`config.mk`:
```
export PLATFORM = sky130hd
export DESIGN_NAME = cam_pattern_emu
export DESIGN_NICKNAME = d
export VERILOG_FILES = /design/src/rtl/cam_pattern_emu.sv
export SDC_FILE = /design/constraint.sdc
export NUM_CORES = 1
export LEC_CHECK = 0
export CORE_MARGIN = 1.5
export CORE_UTILIZATION = 50
export CTS_CLUSTER_DIAMETER = 80
export DETAILED_ROUTE_END_ITERATION = 16
export PLACE_DENSITY_LB_ADDON = 0.08
export SETUP_SLACK_MARGIN = 0.4
export SLEW_MARGIN = 20
export SYNTH_ARGS = -nofsm -noshare
export SYNTH_HDL_FRONTEND = slang
export SYNTH_SLANG_ARGS = --single-unit
```
`constraint.sdc`:
```
create_clock -name clk -period 3.83 [get_ports clk]
set_clock_uncertainty 0.15 [all_clocks]
set_input_delay 0.766 -clock clk [delete_from_list [all_inputs] [get_ports clk]]
set_output_delay 0.766 -clock clk [all_outputs]
set_load 0.005 [all_outputs]
```
`src/rtl/cam_pattern_emu.sv`:
```
// DVP camera sensor emulator: produces VSYNC/HREF/byte streams of RGB565 test
// patterns so the receiver path can be exercised without a real sensor.
module cam_pattern_emu #(
    parameter int H_ACTIVE    = 640,
    parameter int H_BLANK     = 144,
    parameter int V_ACTIVE    = 480,
    parameter int VSYNC_LINES = 3,
    parameter int V_BACK      = 17,
    parameter int V_FRONT     = 10,
    parameter int CONF_DELAY  = 1024
) (
    input  logic        clk,
    input  logic        rst,
    input  logic        on_off_cam,
    input  logic [1:0]  pattern_sel,
    output logic        conf_done,
    output logic        VSYNC_cam,
    output logic        HREF_cam,
    output logic [7:0]  data_cam,
    output logic [15:0] frame_cnt
);

    localparam int LINE_LEN    = 2*H_ACTIVE + H_BLANK;
    localparam int FRAME_LINES = VSYNC_LINES + V_BACK + V_ACTIVE + V_FRONT;
    localparam int COL_W       = $clog2(LINE_LEN + 1);
    localparam int ROW_W       = $clog2(FRAME_LINES + 1);
    localparam int CNT_W       = $clog2(CONF_DELAY + 1);

    localparam logic [COL_W-1:0] COL_LAST = COL_W'(LINE_LEN - 1);
    localparam logic [COL_W-1:0] HREF_END = COL_W'(2*H_ACTIVE);
    localparam logic [ROW_W-1:0] VS_LAST  = ROW_W'(VSYNC_LINES - 1);
    localparam logic [ROW_W-1:0] VB_LAST  = ROW_W'(V_BACK - 1);
    localparam logic [ROW_W-1:0] VA_LAST  = ROW_W'(V_ACTIVE - 1);
    localparam logic [ROW_W-1:0] VF_LAST  = ROW_W'(V_FRONT - 1);
    localparam logic [CNT_W-1:0] CNT_LAST = CNT_W'(CONF_DELAY - 1);

    localparam logic [2:0] S_OFF    = 3'd0;
    localparam logic [2:0] S_CONF   = 3'd1;
    localparam logic [2:0] S_VSYNC  = 3'd2;
    localparam logic [2:0] S_VBACK  = 3'd3;
    localparam logic [2:0] S_ACTIVE = 3'd4;
    localparam logic [2:0] S_VFRONT = 3'd5;

    logic [2:0]       state, state_n;
    logic [COL_W-1:0] col, col_n;
    logic [ROW_W-1:0] row, row_n, row_last;
    logic [CNT_W-1:0] cnt, cnt_n;
    logic             conf_n;
    logic [15:0]      frame_n;
    logic [1:0]       psel, psel_n;
    logic [15:0]      fval, fval_n;
    logic             line_end;
    logic             href_n;
    logic [15:0]      x, y, pix;
    logic [7:0]       byte_n;

    // Next-state logic; every output register is derived from these next values
    // so the outputs always agree with the state register after the edge.
    always_comb begin
        state_n  = state;
        col_n    = '0;
        row_n    = '0;
        cnt_n    = '0;
        conf_n   = conf_done;
        frame_n  = frame_cnt;
        psel_n   = psel;
        fval_n   = fval;
        line_end = (col == COL_LAST);

        case (state)
            S_VBACK:  row_last = VB_LAST;
            S_ACTIVE: row_last = VA_LAST;
            S_VFRONT: row_last = VF_LAST;
            default:  row_last = VS_LAST;
        endcase

        if (!on_off_cam) begin
            state_n = S_OFF;
            conf_n  = 1'b0;
        end else begin
            case (state)
                S_OFF: state_n = S_CONF;
                S_CONF: begin
                    if (conf_done) begin
                        state_n = S_VSYNC;
                        psel_n  = pattern_sel;
                        fval_n  = frame_cnt;
                    end else if (cnt == CNT_LAST) begin
                        conf_n = 1'b1;
                    end else begin
                        cnt_n = cnt + 1'b1;
                    end
                end
                default: begin
                    col_n = line_end ? '0 : col + 1'b1;
                    row_n = row;
                    if (line_end) begin
                        if (row == row_last) begin
                            row_n = '0;
                            case (state)
                                S_VSYNC:  state_n = S_VBACK;
                                S_VBACK:  state_n = S_ACTIVE;
                                S_ACTIVE: state_n = S_VFRONT;
                                S_VFRONT: begin
                                    state_n = S_VSYNC;
                                    frame_n = frame_cnt + 16'd1;
                                    psel_n  = pattern_sel;
                                    fval_n  = frame_cnt + 16'd1;
                                end
                                default:  state_n = S_OFF;
                            endcase
                        end else begin
                            row_n = row + 1'b1;
                        end
                    end
                end
            endcase
        end

        // Two bytes per pixel, so the pixel index is the column divided by two.
        x = 16'(col_n[COL_W-1:1]);
        y = 16'(row_n);
        case (psel)
            2'd0:    pix = x;
            2'd1:    pix = y;
            2'd2:    pix = (x[3] ^ y[3]) ? 16'hFFFF : 16'h0000;
            default: pix = fval;
        endcase

        href_n = (state_n == S_ACTIVE) && (col_n < HREF_END);
        byte_n = 8'h00;
        if (href_n)
            byte_n = col_n[0] ? pix[7:0] : pix[15:8];
    end

    always_ff @(posedge clk) begin
        if (rst) begin
            state     <= S_OFF;
            col       <= '0;
            row       <= '0;
            cnt       <= '0;
            psel      <= '0;
            fval      <= '0;
            conf_done <= 1'b0;
            VSYNC_cam <= 1'b0;
            HREF_cam  <= 1'b0;
            data_cam  <= 8'h00;
            frame_cnt <= 16'h0000;
        end else begin
            state     <= state_n;
            col       <= col_n;
            row       <= row_n;
            cnt       <= cnt_n;
            psel      <= psel_n;
            fval      <= fval_n;
            conf_done <= conf_n;
            VSYNC_cam <= (state_n == S_VSYNC);
            HREF_cam  <= href_n;
            data_cam  <= byte_n;
            frame_cnt <= frame_n;
        end
    end

endmodule

```
======== Word level (Yosys, flattened, before mapping) ========
Cells that the tools add are included.
word-level totals
  output and inout bits ................... 27
  register bits ........................... 79
  word-level logic and storage cells ...... 76
  bits of input ports ..................... 5
cells by class
  bitwise gates (word level) .............. 6
  magnitude comparators ................... 1
  muxes and demuxes ....................... 29
  reductions and logical operators ........ 12
  equal/unequal tests ..................... 13
  add/subtract/negate cells ............... 4
operator list
  operator                                                                 number
  16-bit 2-to-1 mux                                                        5
  16-bit case mux with 3 select lines                                      1
  9-bit 2-to-1 mux                                                         4
  11-bit 2-to-1 mux                                                        3
  16-bit case mux with 2 select lines                                      1
  9-bit case mux with 3 select lines                                       1
  11-bit by 1-bit adder with 11-bit output, second input constant          2
  16-bit by 1-bit adder with 16-bit output, second input constant          1
  3-bit 2-to-1 mux                                                         4
  3-bit case mux with 4 select lines                                       1
  11-bit by 10-bit equality test with 1-bit output, second input constant  1
  11-bit equality test, second input constant                              1
  11-bit < comparator, second input constant                               1
  9-bit by 1-bit adder with 9-bit output, second input constant            1
  3-bit by 2-bit equality test with 1-bit output, second input constant    3
  3-bit equality test, second input constant                               3
  9-bit equality test                                                      1
  2-bit 2-to-1 mux                                                         4
  8-bit 2-to-1 mux                                                         1
  3-bit case mux with 2 select lines                                       1
  6-bit AND reduction                                                      1
  2-bit nonzero test                                                       3
  2-bit OR reduction                                                       3
  1-bit inverter                                                           5
  other kinds (12)                                                         13

======== Logic depth before layout (Yosys ltp) ========
  depth after elaboration ................. 11
  gate-level depth with buffers ........... 10
  depth with buffers taken out ............ 8

======== Worst setup path after synthesis ========
OpenSTA, ideal clock, no wires.
  path kind ............................... reg-to-reg
  start point ............................. register state[0]
  end point ............................... register data_cam[4]
  period minus slack after synthesis ...... 2.879 ns
  setup slack ............................. 0.951 ns
  path buffers ............................ 1
  arrival time ............................ 2.625 ns
  cell stages (with the launch flop) ...... 9
  required time ........................... 3.577 ns
  library setup time ...................... 0.103 ns
  cell sequence ........................... dfxtp_1 buf_2 or3b_1 a221o_1 nor4_4 o21a_1 mux2i_1 nor2_1 a2111oi_2
between the ends
  longest elaborated chain between the ends .. 11
  elaborated cells on any way between the ends .. 30
  those cells by class .................... 1 x order compare; 7 x eq/ne; 16 x mux; 2 x bitwise; 4 x reduce/logical
RTL lines
  what                                                                                   RTL line  text
  start: declaration                                                                     44        logic [2:0] state, state_n;
  start signal: assignment                                                               150       state <= state_n;
  3-bit equality test or 3-bit by 2-bit equality test with 1-bit output (tied branches)  70, 100
  9-bit case mux with 3 select lines                                                     70        case (state)
  9-bit equality test                                                                    98        if (row == row_last) begin
  9-bit 2-to-1 mux or 3-bit 2-to-1 mux (tied branches)                                   98
  9-bit 2-to-1 mux or 3-bit 2-to-1 mux (tied branches)                                   97        if (line_end) begin
  9-bit 2-to-1 mux or 3-bit case mux with 2 select lines (tied branches)                 81        case (state)
  9-bit 2-to-1 mux or 3-bit 2-to-1 mux (tied branches)                                   77        if (!on_off_cam) begin
  1-bit bitwise XOR or 3-bit equality test (tied branches)                               126, 130
  16-bit 2-to-1 mux or 1-bit logical AND (tied branches)                                 126, 130
  16-bit case mux with 3 select lines or 1-bit inverter (tied branches)                  --
  8-bit 2-to-1 mux or 2-bit OR reduction (tied branches)                                 --
  end signal: assignment                                                                 159       data_cam <= byte_n;
  end: declaration                                                                       19        output logic [7:0] data_cam,
Several ways; a longest one is shown, not always the timed one.
A chain may end at the register's enable or synchronous reset.

======== Worst setup path after layout ========
  start point ............................. register state[2]
  end point ............................... register data_cam[2]
Same word-level chain as after synthesis.

==> results.cfg <==
[run_status]
status = completed

[worst_setup_path]
startpoint_type = flip-flop
end_kind = flip-flop
cp_data_required_time_ns = 3.89
crit_type = flip-flop to flip-flop
crit_fanout = 17
crit_arrival_ns = 3.28

[synth]
synthAdderAreaFrac_pct = 1.50
avgSynthCellArea_sq_um = 8.11
yosys.area_share.simple_pct = 28.9
synth_top_area_share_pct = 39.5
synth_edf_count = 0
synth.area.top_cells = dfxtp_1, nor2_1, xnor2_1
yosys_warnings = 0
yosysTopAreaCell = dfxtp_1
ys_seq_area_share_pct = 39.5
synth_nets = 503
ys_types = 58
synth_compound_area_share_pct = 16.0
yosys-mux-area-fraction_pct = 0.999
ys_ff_latch = 79
async_flop_share_pct = 0
netlist_instances = 494
synth_xor_area_share_pct = 9.62
synth-main-ff-cell = dfxtp_1
synth_top_family_by_area = simple AND/OR/NAND/NOR gates
syn_area_sq_um = 4010

[cts]
cts_tree = done
cts_resized = 0
cts_num_sinks = 79
cts_buffers = 9
cts.htree.levels = 3
cts_hold_buf = 0
clk_path_buf_depth = 2
cts_root_buffer = clkbuf_8
postCtsSetupBuffers = 0
cts.reportedPaths.clkPinSlew_ns = 0.09
clk_latency_ns = 0.36

[detailed_routing]
dr.first_iter.drc_count = 110
routed_wl_mm = 9.85
viasPerCell = 5.69
vias = 3576
ant_nets = 0
wire_per_inst_microns = 15.7
drt-pass1-iter-count = 5
post-route-drc-count = 0

[timing]
max-slew-margin-rel_pct = 51.7
finalSetupViolations = 0
hold_viol_final = 0
setup_tns_ns = 0
setup_ws_ns = 0.610
maxSlewViolCount = 0
post-route-min-period_ns = 3.22
period_share_pct = 84.1
rsz0062_at_grt = false
timing.fmax_mhz = 311
worst_pin_slew_ns = 0.714

[global_routing]
grt_max_degree = 42
antenna_found_initial = 0
groute.usage.overall_pct = 24.4
grt_pass1_vias = 3389
grt.overflow.total = 0
grt_pass1_wl_mm = 16.5

[die]
io_pins = 32
core_area_sq_um = 7730
die_area_sq_um = 8560
die_w_microns = 92.5
initial_core_util_pct = 51.8
die_y_microns = 92.5
rows = 32

[placed_design]
place_congestion = 0.899
pre_cts_ws_ns = 0.606
place.port_buffers = 31
dpl.hpwl_mm = 7.11

[pwr]
p_per_area_nw_per_um2 = 345
total_power_mw = 1.61
power_leakage_nw = 1.45
vdd_drop_max_uv = 183

[cells_and_area]
areaGrowthSynthToFinish_pct = 16.2
num-fill-cells = 701
multiInputGateArea_sq_um = 2280
seqCellArea_sq_um = 1580
drive_above_1_share_pct = 6.65
antenna_cells = 0
postLayoutCoreUtil_pct = 60.2
nets = 530

[run]
drv_cap = 0

[hold_path]
hold_class = flip-flop to flip-flop
[path summary, 6_finish.rpt]
kind	startpoint	to	slack, ns	cells past startpoint
worst max register to register	state[2]$_SDFF_PP0_	data_cam[2]$_SDFF_PP0_	0.61	8
worst min register to register	cnt[10]$_SDFF_PP0_	cnt[10]$_SDFF_PP0_	0.29	2
worst min-delay path	cnt[10]$_SDFF_PP0_	cnt[10]$_SDFF_PP0_	0.29	2
worst max-delay path	state[2]$_SDFF_PP0_	data_cam[2]$_SDFF_PP0_	0.61	8
[per-stage QoR]
| step | instance area [sq um] | cells | hold WS, ns |
|---|---|---|---|
| after floorplan | 4010 | 494 | 0.263 |
| after global placement | 4410 | 612 | 0.271 |
| after detailed placement | 4410 | 612 | 0.272 |
| after CTS | 4650 | 628 | 0.286 |
| after global routing | 4650 | 628 | 0.304 |
| final | 4650 | 628 | 0.285 |
[synthesized netlist by cell type (2+ instances only)]
master,n
o21a_1,5
a211oi_1,16
and4b_1,2
ha_1,4
buf_2,6
or3_1,12
a2111oi_0,2
nor4b_1,2
and3_1,6
mux2i_1,4
and2_1,4
nor2b_1,6
inv_1,10
clkbuf_1,16
nand4_1,13
nor2_1,90
nand2_1,39
or2_2,2
a31oi_1,4
nor4_1,8
nand3_1,15
xor2_1,15
a2111oi_2,2
o32ai_1,2
xnor2_1,29
nand4b_1,2
o41ai_1,2
dfxtp_1,79
nand2b_1,4
a221oi_1,3
a21oi_1,25
a311oi_1,3
o21ai_0,21
nor3_1,17
[per-layer routing]
metal | share of wire, % | global-route usage, %
met2 | 47 | 39.4
met5 | 0 | 0
met3 | 4.3 | 3.28
met1 | 46 | 31.9
met4 | 2.4 | 12.4
[registers in the layout, summed over array words and instances, names as in the netlist]
name	cells
frame_cnt	16
psel	2
cnt	11
VSYNC_cam	1
data_cam	8
HREF_cam	1
row	9
fval	16
conf_done	1
state	3
col	11
[critical path: stages, from the launching register on]
cell and delay, ns:
dfxtp_1 0.63, or3b_1 0.45, a221o_1 0.37, nor4_4 0.27, o21a_1 0.28, mux2i_1 0.11, buf_4 0.17, nor4_1 0.54
a2111oi_2 0.11
[kinds of logic after synthesis]
kind of cell    after synthesis
compound gates               95
xor+xnor                     44
fa+ha+maj                     5
buf+inv                      34
flops                        79
mux                           4
simple gates                233
[cell type report]
| class | instances | area share, % |
|---|---|---|
| timing repair buffer | 40 | 8.12 |
| multi-input combinational | 381 | 49.1 |
| inverter | 10 | 0.806 |
| sequential | 79 | 34.0 |
| clock inverter | 6 | 2.53 |
| clock buffer | 10 | 2.74 |
| tap | 102 | 2.74 |
[report_power, final]
part	internal, mW	total [mW]	switching, mW
registers	0.821	0.823	0.00166
logic	0.00755	0.0227	0.0151
clock network	0.439	0.762	0.323
total	1.27	1.61	0.340
[layout by cell type (no fill, tap or decap), types with 12 or more instances in the layout]
master,instances
o21ai_0,21
nand2_1,39
nor2_1,89
clkdlybuf4s50_1,31
xor2_1,15
nand3_1,15
nand4_1,13
a21oi_1,25
dfxtp_1,79
or3_1,12
xnor2_1,29
nor3_1,17
a211oi_1,16
Power figures use the tool's default switching activity.
